--- src/rtl/ca_row_engine.sv ---
// ca_row_engine: elementary (Wolfram-rule) 1-D cellular-automaton engine.
// Holds the current generation, an H-deep history of rows and a generation
// counter. Runs single-step or free-running with a programmable period.
//
// Ports:
//   clk, reset_n          clock, asynchronous active-low reset
//   rule[7:0]             Wolfram rule applied at each commit
//   bound_mode[1:0]       edge condition: 00 zero, 01 one, 10 wrap, 11 reflect
//   seed[W-1:0], load     load pattern (top priority), clears counters
//   step                  single generation from IDLE
//   run, period[PW-1:0]   free-run, one generation every max(period,1) cycles
//   halt_on_stable        enter HALT when a generation equals its predecessor
//   cur_row[W-1:0]        current generation (history row 0)
//   history[W*H-1:0]      row k at [k*W +: W], row 0 newest
//   gen_count[GW-1:0]     generations since load, saturating
//   gen_valid             one-cycle pulse after each commit
//   stable                last commit equalled its predecessor
//   state[1:0]            00 IDLE, 01 RUN, 10 HALT
module ca_row_engine #(
  parameter int unsigned W  = 16,
  parameter int unsigned H  = 16,
  parameter int unsigned PW = 24,
  parameter int unsigned GW = 16
) (
  input  logic              clk,
  input  logic              reset_n,
  input  logic [7:0]        rule,
  input  logic [1:0]        bound_mode,
  input  logic [W-1:0]      seed,
  input  logic              load,
  input  logic              step,
  input  logic              run,
  input  logic [PW-1:0]     period,
  input  logic              halt_on_stable,
  output logic [W-1:0]      cur_row,
  output logic [W*H-1:0]    history,
  output logic [GW-1:0]     gen_count,
  output logic              gen_valid,
  output logic              stable,
  output logic [1:0]        state
);

  localparam logic [1:0] BM_ZERO    = 2'b00;
  localparam logic [1:0] BM_ONE     = 2'b01;
  localparam logic [1:0] BM_WRAP    = 2'b10;

  typedef enum logic [1:0] {
    S_IDLE = 2'b00,
    S_RUN  = 2'b01,
    S_HALT = 2'b10
  } state_t;

  state_t                 r_state;
  logic [H-1:0][W-1:0]    r_hist;
  logic [GW-1:0]          r_gen;
  logic [PW-1:0]          r_tick;
  logic                   r_gen_valid;
  logic                   r_stable;

  logic [W-1:0]           w_cur;
  logic                   w_left_edge;
  logic                   w_right_edge;
  logic [W+1:0]           w_ext;
  logic [W-1:0]           w_next;
  logic [PW-1:0]          w_per_m1;
  logic                   w_commit;
  logic                   w_next_stable;
  logic [GW-1:0]          w_gen_inc;

  assign w_cur = r_hist[0];

  // Neighbour fed into the left of cell W-1 and the right of cell 0
  always_comb begin
    w_left_edge  = 1'b0;
    w_right_edge = 1'b0;
    case (bound_mode)
      BM_ZERO: begin
        w_left_edge  = 1'b0;
        w_right_edge = 1'b0;
      end
      BM_ONE: begin
        w_left_edge  = 1'b1;
        w_right_edge = 1'b1;
      end
      BM_WRAP: begin
        w_left_edge  = w_cur[0];
        w_right_edge = w_cur[W-1];
      end
      default: begin
        w_left_edge  = w_cur[W-1];
        w_right_edge = w_cur[0];
      end
    endcase
  end

  // Row padded with edge neighbours; cell i sees {ext[i+2], ext[i+1], ext[i]}
  assign w_ext = {w_left_edge, w_cur, w_right_edge};

  always_comb begin
    w_next = '0;
    for (int i = 0; i < int'(W); i++) begin
      w_next[i] = rule[w_ext[i +: 3]];
    end
  end

  assign w_next_stable = (w_next == w_cur);

  // Period of 0 behaves as 1
  assign w_per_m1 = (period == '0) ? '0 : period - PW'(1);

  assign w_gen_inc = (r_gen == '1) ? r_gen : r_gen + GW'(1);

  // A generation is committed this edge (load always suppresses it).
  // >= keeps the free-run cadence sane if period shrinks below the live tick.
  assign w_commit = !load &&
                    (((r_state == S_IDLE) && !run && step) ||
                     ((r_state == S_RUN) && run && (r_tick >= w_per_m1)));

  // Row/history/counter datapath
  always_ff @(posedge clk or negedge reset_n) begin
    if (!reset_n) begin
      r_hist   <= '0;
      r_gen    <= '0;
      r_stable <= 1'b0;
    end else if (load) begin
      r_hist    <= '0;
      r_hist[0] <= seed;
      r_gen     <= '0;
      r_stable  <= 1'b0;
    end else if (w_commit) begin
      for (int j = int'(H) - 1; j > 0; j--) begin
        r_hist[j] <= r_hist[j-1];
      end
      r_hist[0] <= w_next;
      r_gen     <= w_gen_inc;
      r_stable  <= w_next_stable;
    end
  end

  // Control FSM with tick counter and gen_valid pulse
  always_ff @(posedge clk or negedge reset_n) begin
    if (!reset_n) begin
      r_state     <= S_IDLE;
      r_tick      <= '0;
      r_gen_valid <= 1'b0;
    end else begin
      r_gen_valid <= w_commit;
      if (load) begin
        r_state <= S_IDLE;
        r_tick  <= '0;
      end else begin
        case (r_state)
          S_IDLE: begin
            if (run) begin
              r_state <= S_RUN;
              r_tick  <= '0;
            end else if (w_commit && w_next_stable && halt_on_stable) begin
              r_state <= S_HALT;
            end
          end
          S_RUN: begin
            if (!run) begin
              r_state <= S_IDLE;
              r_tick  <= '0;
            end else if (w_commit) begin
              r_tick <= '0;
              if (w_next_stable && halt_on_stable) begin
                r_state <= S_HALT;
              end
            end else begin
              r_tick <= r_tick + PW'(1);
            end
          end
          S_HALT: begin
            if (!halt_on_stable) begin
              r_state <= S_IDLE;
            end
          end
          default: begin
            r_state <= S_IDLE;
            r_tick  <= '0;
          end
        endcase
      end
    end
  end

  assign cur_row   = r_hist[0];
  assign history   = r_hist;
  assign gen_count = r_gen;
  assign gen_valid = r_gen_valid;
  assign stable    = r_stable;
  assign state     = r_state;

endmodule
--- config.mk ---
export PLATFORM = sky130hd
export DESIGN_NAME = ca_row_engine
export DESIGN_NICKNAME = d
export VERILOG_FILES = /design/src/rtl/ca_row_engine.sv
export SDC_FILE = /design/constraint.sdc
export NUM_CORES = 1
export LEC_CHECK = 0
export ABC_AREA = 1
export CAP_MARGIN = 15
export CORE_MARGIN = 2
export CORE_UTILIZATION = 51
export CTS_CLUSTER_SIZE = 12
export DETAILED_ROUTE_END_ITERATION = 8
export PLACE_DENSITY_LB_ADDON = 0.05
export SLEW_MARGIN = 40
export SYNTH_ARGS = -nofsm -noshare
export SYNTH_HDL_FRONTEND = slang
export SYNTH_SLANG_ARGS = --single-unit
--- constraint.sdc ---
create_clock -name clk -period 2.9 [get_ports clk]
set_clock_uncertainty 0.2 [all_clocks]
set_input_delay 0.58 -clock clk [delete_from_list [all_inputs] [get_ports clk]]
set_output_delay 0.58 -clock clk [all_outputs]
set_load 0.01 [all_outputs]
==> metrics.yaml, run 1 <==
fmax_mhz: 293.6
report.final.setup_viol: 300
grt_setup_unrepaired: "true"
route.detailed.drc: 0
outcome: "finished with violations"
static-leakage-power_nw: 9.927
std_cell_rows: 63
portBuffers: 347
wl_per_cell_um: 20.87
mostFrequentLayoutCells: "322 x clkdlybuf4s50_1, 303 x nand2_1, 300 x dfrtp_1, 288 x inv_1, 147 x o22ai_2"
grt_antenna_before_repair: 0
grt_util_met2_pct: 51.61
crit_arrival_ns: 3.66
critical_path.max_stage_delay_ns: 0.20
die_area_um2: 31430
cts_tree: "yes"
timing.critical_path.depth: 25
n_antenna_cell: 0
clock_power_share_pct: 37.1
yosysWarningCount: 0
total_power_mw: 9.861
failed_checks: "negative setup slack"
ys_types: 35
place.gp.congestion: 0.9168
worst_skew_pair.late_latency_ns: 0.55
post_drt_via_cell_ratio: 5.620
worstSetupStartpointType: "input port"
r2r_end: "history[36]"
grt_max_degree: 79
clkSlewWorstSetupHoldPaths_ns: 0.06
synth.net_count: 1833
most_prevalent_standard_cell_on_the_critical_path: "buf_4"
tritoncts_num_sinks: 300
irDropWorstVdd_uv: 540.6
drv_slew: 0
top_delay_family_on_crit_path: "buffers and inverters"
number_of_nets_in_the_final_layout: 2309
io_pins: 348
fillCellCount: 1851
finalNonFillerCells: 2630
hold_ws_ns: 0.2986
routed_wl_mm: 54.90
start_util_pct: 51.68
clk_root_buffer_cell: "clkbuf_16"
power.sequential.fraction_pct: 44.1
total_number_of_vias: 14780
grt_util_met3_pct: 5.206
grt_first_pass_wirelength_mm: 76.33
switching_share_pct: 28.00
cts_inserted_buffers: 31
globalRouteTotalUtil_pct: 31.07
core-area_um2: 29640
timing.final.ws_setup_ns: -0.5056
maximum_fanout_count_along_the_critical_path: 8
detailedRoute.firstPassIterationCount: 7
cts_buffer_depth: 3
regToRegStartpoint: "r_tick[14]"
drt_iter0_drc: 1265
period_share_pct: 117.4
worstPathRequired_ns: 3.16
final_hold_viol_count: 0
postSynthCellCount: 1749
worst_path_max_delay_cell: "nand4_1"
globalRoute.totalOverflow: 0
synth-seq-cells: 300
crit_path_start: "period[8]"
grt_util_met1_pct: 40.46
avgSynthCellArea_um2: 8.757
timing_worst_slew_pin_value_ns: 0.5867
grt.busiest_layer: "met2"
place_ws_ns: -1.644
synth.cell_area_um2: 15320
final_common_cell: "clkdlybuf4s50_1"
finish.utilization_pct: 79.50
count_of_buffer_and_inverter_cells_on_the_critical_path: 10
chipHeight_um: 177.3
placed_cells_incl_taps: 2501
die_width_um: 177.3
power.density_cell_area_nw_per_um2: 418.5
syn_to_final_growth_pct: 53.84
intPower_mw: 7.100
max-cap-violations: 0
ant_nets: 0
cp-endpoint: "history[180]"
h-tree-depth: 1
comb_power_share_pct: 18.9
min_path_type: "reg -> reg"
r2r_setup_slack_ns: 0.25
drive_above_1_share_pct: 25.62
worst-r2r-cell-count: 13
grt_pass1_vias: 14001
post-route-min-period_ns: 3.406
crit_path_end_kind: "register"
timing.setup.critical_path_class: "in -> reg"
timing.max_slew.rel_slack_pct: 60.89
switching_power_mw: 2.761
synth_sequential_area_ratio_pct: 49.02
dp.final_hpwl_mm: 34.19
## cells by family (layout without fill, tap and decap cells)
logic type	after synthesis	count (layout)	share of synthesized area (%)
xor gates and xnor gates	41	41	2.345
AOI/OAI and AO/OA	308	308	16.38
buffers and inverters	411	901	11.65
and+or+nand+nor	661	662	18.32
DFF	300	300	49.02
adders and majority gates	28	28	2.287
## power groups by stage
| stage | combinational, mW | clock (mW) | sequential (mW) |
|---|---|---|---|
| 3_5_place_dp | 1.44 | 0 | 4.41 |
| 5_1_grt | 2.01 | 3.89 | 4.35 |
| 4_1_cts | 1.60 | 3.65 | 4.34 |
| 3_3_place_gp | 1.43 | 0 | 4.41 |
| 2_1_floorplan | 0.863 | 0 | 4.38 |
| 6_report | 1.86 | 3.66 | 4.34 |
## stage by stage
stage               TNS [ns]  instance area (um^2)
floorplan            -178.99                 15540
global route         -179.19                 23560
CTS                   -74.30                 22100
finish               -127.50                 23560
global placement     -437.81                 19890
detailed placement   -460.68                 19890
## sequential cells by signal (all words and copies together), names as in the netlist
| register | flops |
|---|---|
| gen_count | 16 |
| state | 2 |
| history | 240 |
| stable | 1 |
| cur_row | 16 |
| r_tick | 24 |
| gen_valid | 1 |
## cells in the mapped netlist
cell type	number	area (um^2)
clkinv_1	6	22.52
nand2_1	361	1355
inv_2	6	22.52
nand3_1	143	715.7
xor2_1	29	254.0
nor4_1	4	25.02
clkbuf_1	11	41.29
or2_2	7	43.79
nor3_1	18	90.09
buf_2	61	305.3
buf_6	12	135.1
o22ai_2	100	1251
o21ai_0	36	180.2
dfrtp_1	300	7507
and2_1	1	6.260
nand3_2	1	10.01
inv_1	295	1107
nand2_2	3	18.77
nand4_1	15	93.84
o22ai_1	124	775.7
a21o_1	2	15.01
nor3_2	2	20.02
nand3b_1	2	15.01
ha_1	28	350.3
or2_0	1	6.260
o211ai_1	21	157.7
o21a_1	1	7.510
nor2_1	101	379.1
nor4_4	1	21.27
a21oi_1	15	75.07
buf_4	20	150.1
nor2_2	1	6.260
a31oi_1	1	6.260
o21ai_1	8	40.04
xnor2_1	12	105.1
## per-layer routing
metal | up-vias | wire length (um)
met5 | - | 0
met4 | 0 | 2589
met3 | 141 | 4541
met2 | 752 | 26380
met1 | 7179 | 21380
li1 | 6708 | -
## how the worst min path moves through the flow
stage | start | to | slack, ns | cells past startpoint
after floorplan | reset_n | cur_row[0] | 0.08 | 0
after global placement | stable | stable | 0.26 | 2
after detailed placement | history[248] | history[248] | 0.27 | 2
after CTS | stable | stable | 0.29 | 2
after global routing | history[248] | history[248] | 0.32 | 2
final | history[243] | history[243] | 0.30 | 2
## what timing repair did
item / in CTS / in global routing
endpoints found under the hold margin: 64 / 0
setup endpoints to repair: 300 / 300
gates resized for setup: 245 / 154
hold buffers: 1 / 0
pin swaps: 63 / 14
setup buffers: 30 / 13
gates cloned: 14 / 29
## worst min-delay path: stages, from the launching register on
cell,delay [ns]
dfrtp_1,0.36
nand2_2,0.07
o21ai_2,0.04
## cell type report
class	instances	area (um^2)	share of cell area [%]
flip-flops and latches	300	7507	31.86
inverters	307	1196	5.077
repair inverters	3	52.55	0.2230
clock buffers	41	853.3	3.622
repair buffers	543	6053	25.69
clock inverters	7	43.79	0.1859
well taps	390	488.0	2.071
multi-input cells	1039	7367	31.27
(Power assumes the default switching activity.)
==> run 2, diff against run 1 <==
==> constraint.sdc (replaced) <==
create_clock -name clk -period 2.9 [get_ports clk]
set_clock_uncertainty 0.2 [all_clocks]
set_input_delay 0.58 -clock clk [delete_from_list [all_inputs] [get_ports clk]]
set_output_delay 0.58 -clock clk [all_outputs]
set_load 0.05 [all_outputs]
==> run 2 against run 1 <==
Against the previous run: the flow still finishes with violations (negative setup slack); largest cell class unchanged; non-clock buffer count is 39 lower; clock-buffer cell count is 2 higher; critical path type unchanged; design area is 5.1% lower; die area stayed put; highest routed layer unchanged; worst hold slack worse by 0.010 ns; cell count is 1.6% lower; total power is 1.2% higher.
==> metrics.yaml, run 2 (synthesis results as in run 1) <==
routed_wl_mm: 50.82  # -7.4%
wl_per_cell_um: 19.64  # -5.9%
worstSetupStartpointType: "input port"
post-route-min-period_ns: 3.457  # +0.05120 ns
timing.setup.critical_path_class: "in -> reg"
max-cap-violations: 0  # unchanged
drv_slew: 0  # unchanged
timing.final.ws_setup_ns: -0.5568  # -0.05120 ns
worstPathRequired_ns: 3.18  # +0.02 ns
globalRoute.totalOverflow: 0  # unchanged
grt_antenna_before_repair: 0  # unchanged
die_area_um2: 31430  # unchanged
chipHeight_um: 177.3  # unchanged
start_util_pct: 51.68  # unchanged
crit_arrival_ns: 3.73  # +0.07 ns
syn_to_final_growth_pct: 45.97
grt_setup_unrepaired: "true"
timing_worst_slew_pin_value_ns: 0.6464  # +0.05971 ns
place.gp.congestion: 0.9321  # +1.7%
std_cell_rows: 63  # unchanged
timing.max_slew.rel_slack_pct: 56.77  # -4.1 points
maximum_fanout_count_along_the_critical_path: 18  # +10
report.final.setup_viol: 300  # unchanged
globalRouteTotalUtil_pct: 30.80  # -0.27 points
total_power_mw: 9.980  # +1.2%
period_share_pct: 119.2  # +1.8 points
core-area_um2: 29640  # unchanged
number_of_nets_in_the_final_layout: 2266  # -1.9%
setup-tns-final_ns: -125.06  # +2.433 ns
grt_max_degree: 71  # -10%
grt_first_pass_wirelength_mm: 75.78  # -0.72%
largest_register_ffs: 240  # unchanged
fillCellCount: 2067  # +12%
failed_checks: "negative setup slack"
route.detailed.drc: 0  # unchanged
cp_cell_sequence: "dlygate4sd2_1 -> buf_4 -> nor2_1 -> nand2_2 -> nor4_4 -> nand2_1 -> xnor2_1 -> nand2_1 -> ha_4 -> nand2_1 -> nor2_2 -> inv_2 -> a21oi_2 -> nor2_1 -> nand4_1 -> nand2_2 -> buf_6 -> nand2_4 -> nand2_8 -> buf_12 -> clkbuf_16 -> o22ai_1"
static-leakage-power_nw: 9.451  # -4.8%
detailedRoute.firstPassIterationCount: 5  # -2
irDropWorstVdd_uv: 468.3  # -13%
io_pins: 348  # unchanged
dp.final_hpwl_mm: 34.76  # +1.7%
fmax_mhz: 289.3  # -1.5%
power.density_cell_area_nw_per_um2: 446.4  # +6.7%
total_number_of_vias: 14244  # -3.6%
outcome: "finished with violations"
n_antenna_cell: 0  # unchanged
post_dp_cell_area_um2: 20000  # +0.54%
h-tree-depth: 1  # unchanged
post_drt_via_cell_ratio: 5.504  # -2.1%
die_width_um: 177.3  # unchanged
critical_path.max_stage_delay_ns: 0.29  # +0.09 ns
tritoncts_num_sinks: 300  # unchanged
finalNonFillerCells: 2588  # -1.6%
cts_tree: "yes"
fin_area_um2: 22360  # -5.1%
clk_root_buffer_cell: "clkbuf_16"
portBuffers: 347  # unchanged
most_prevalent_standard_cell_on_the_critical_path: "nand2_1"
mostFrequentLayoutCells: "349 x nand2_1, 322 x clkdlybuf4s50_1, 300 x dfrtp_1, 290 x inv_1, 165 x o22ai_2"
drt_iter0_drc: 1001  # -21%
cts_buffer_depth: 3  # unchanged
grt_pass1_vias: 13903  # -0.70%
worst_skew_pair.late_latency_ns: 0.57  # +0.02 ns
placed_cells_incl_taps: 2502  # +0.040%
final_hold_viol_count: 0  # unchanged
place_ws_ns: -1.543  # +0.1012 ns
drive_above_1_share_pct: 21.06  # -4.6 points
min_path_type: "reg -> reg"
worst_path_max_delay_cell: "ha_4"
crit_path_end_kind: "register"
final_common_cell: "nand2_1"
cts_inserted_buffers: 31  # unchanged
clkSlewWorstSetupHoldPaths_ns: 0.06  # about the same
ant_nets: 0  # unchanged
-- run 2: changes by cell type in the layout (fill, tap and decap cells not counted), sizes merged --
cell,previous run,this run
buf,183,157
clkbuf,63,49
dlygate4sd2,7,16
clkdlybuf4s15,8,1
clkinv,12,9
inv,303,301
bufbuf,0,1
clkinvlp,2,3
nand2,365,364
-- run 2: cell type report --
class,count,area [um^2],area share [%]
Timing Repair Buffer,504,5450,24.38
Tap cell,390,488.0,2.183
Inverter,307,1166,5.216
Clock inverter,6,50.05,0.2239
Sequential cell,300,7507,33.58
Clock buffer,43,870.8,3.895
Multi-Input combinational cell,1038,6824,30.52
-- run 2: worst max-delay path, delay by kind of cell --
family / cells / cell delay (ns)
XOR/XNOR: 1 / 0.17
buffers and inverters: 6 / 0.99
AND/OR/NAND/NOR: 12 / 1.39
AO/OA/AOI/OAI: 2 / 0.30
adder cells (fa/ha/maj): 1 / 0.29
-- run 2: worst paths after layout --
kind / start / end / slack, ns / cells after the start
setup reg to reg: r_tick[15] / history[167] / 0.15 / 14
hold reg to reg: stable / stable / 0.29 / 2
max in group asynchronous: reset_n / state[1] / 1.39 / 3
hold / removal: stable / stable / 0.29 / 2
setup / recovery: period[17] / history[167] / -0.56 / 22
min in group asynchronous: reset_n / history[233] / 0.31 / 2
-- run 2: where the power goes --
group	switching, mW	internal, mW
clock	1.67	2.07
combinational	1.17	0.720
sequential	0.116	4.24
-- run 2: per-stage QoR --
stage | hold slack (ns) | util, %
after global placement | 0.2611 | 67.47
after floorplan | 0.08441 | -
after global routing | 0.3088 | 75.43
after detailed placement | 0.2733 | 67.47
after CTS | 0.2824 | 73.94
final | 0.2884 | 75.43
-- run 2: per-layer routing --
metal / share of wire (%) / track usage, % / vias up
li1: - / - / 6593
met1: 40 / 39.15 / 6948
met2: 50 / 52.58 / 582
met3: 6.3 / 4.799 / 121
met4: 4.1 / 12.74 / 0
met5: 0 / 0 / -
-- run 2: timing repair --
action                                  CTS  global route
hold endpoints to repair                 44             0
hold buffers                              1             0
cloned                                   10             8
buffers inserted                         18             1
endpoints found under the setup margin  302           310
pin swaps                                38            12
resized for setup                       180            60
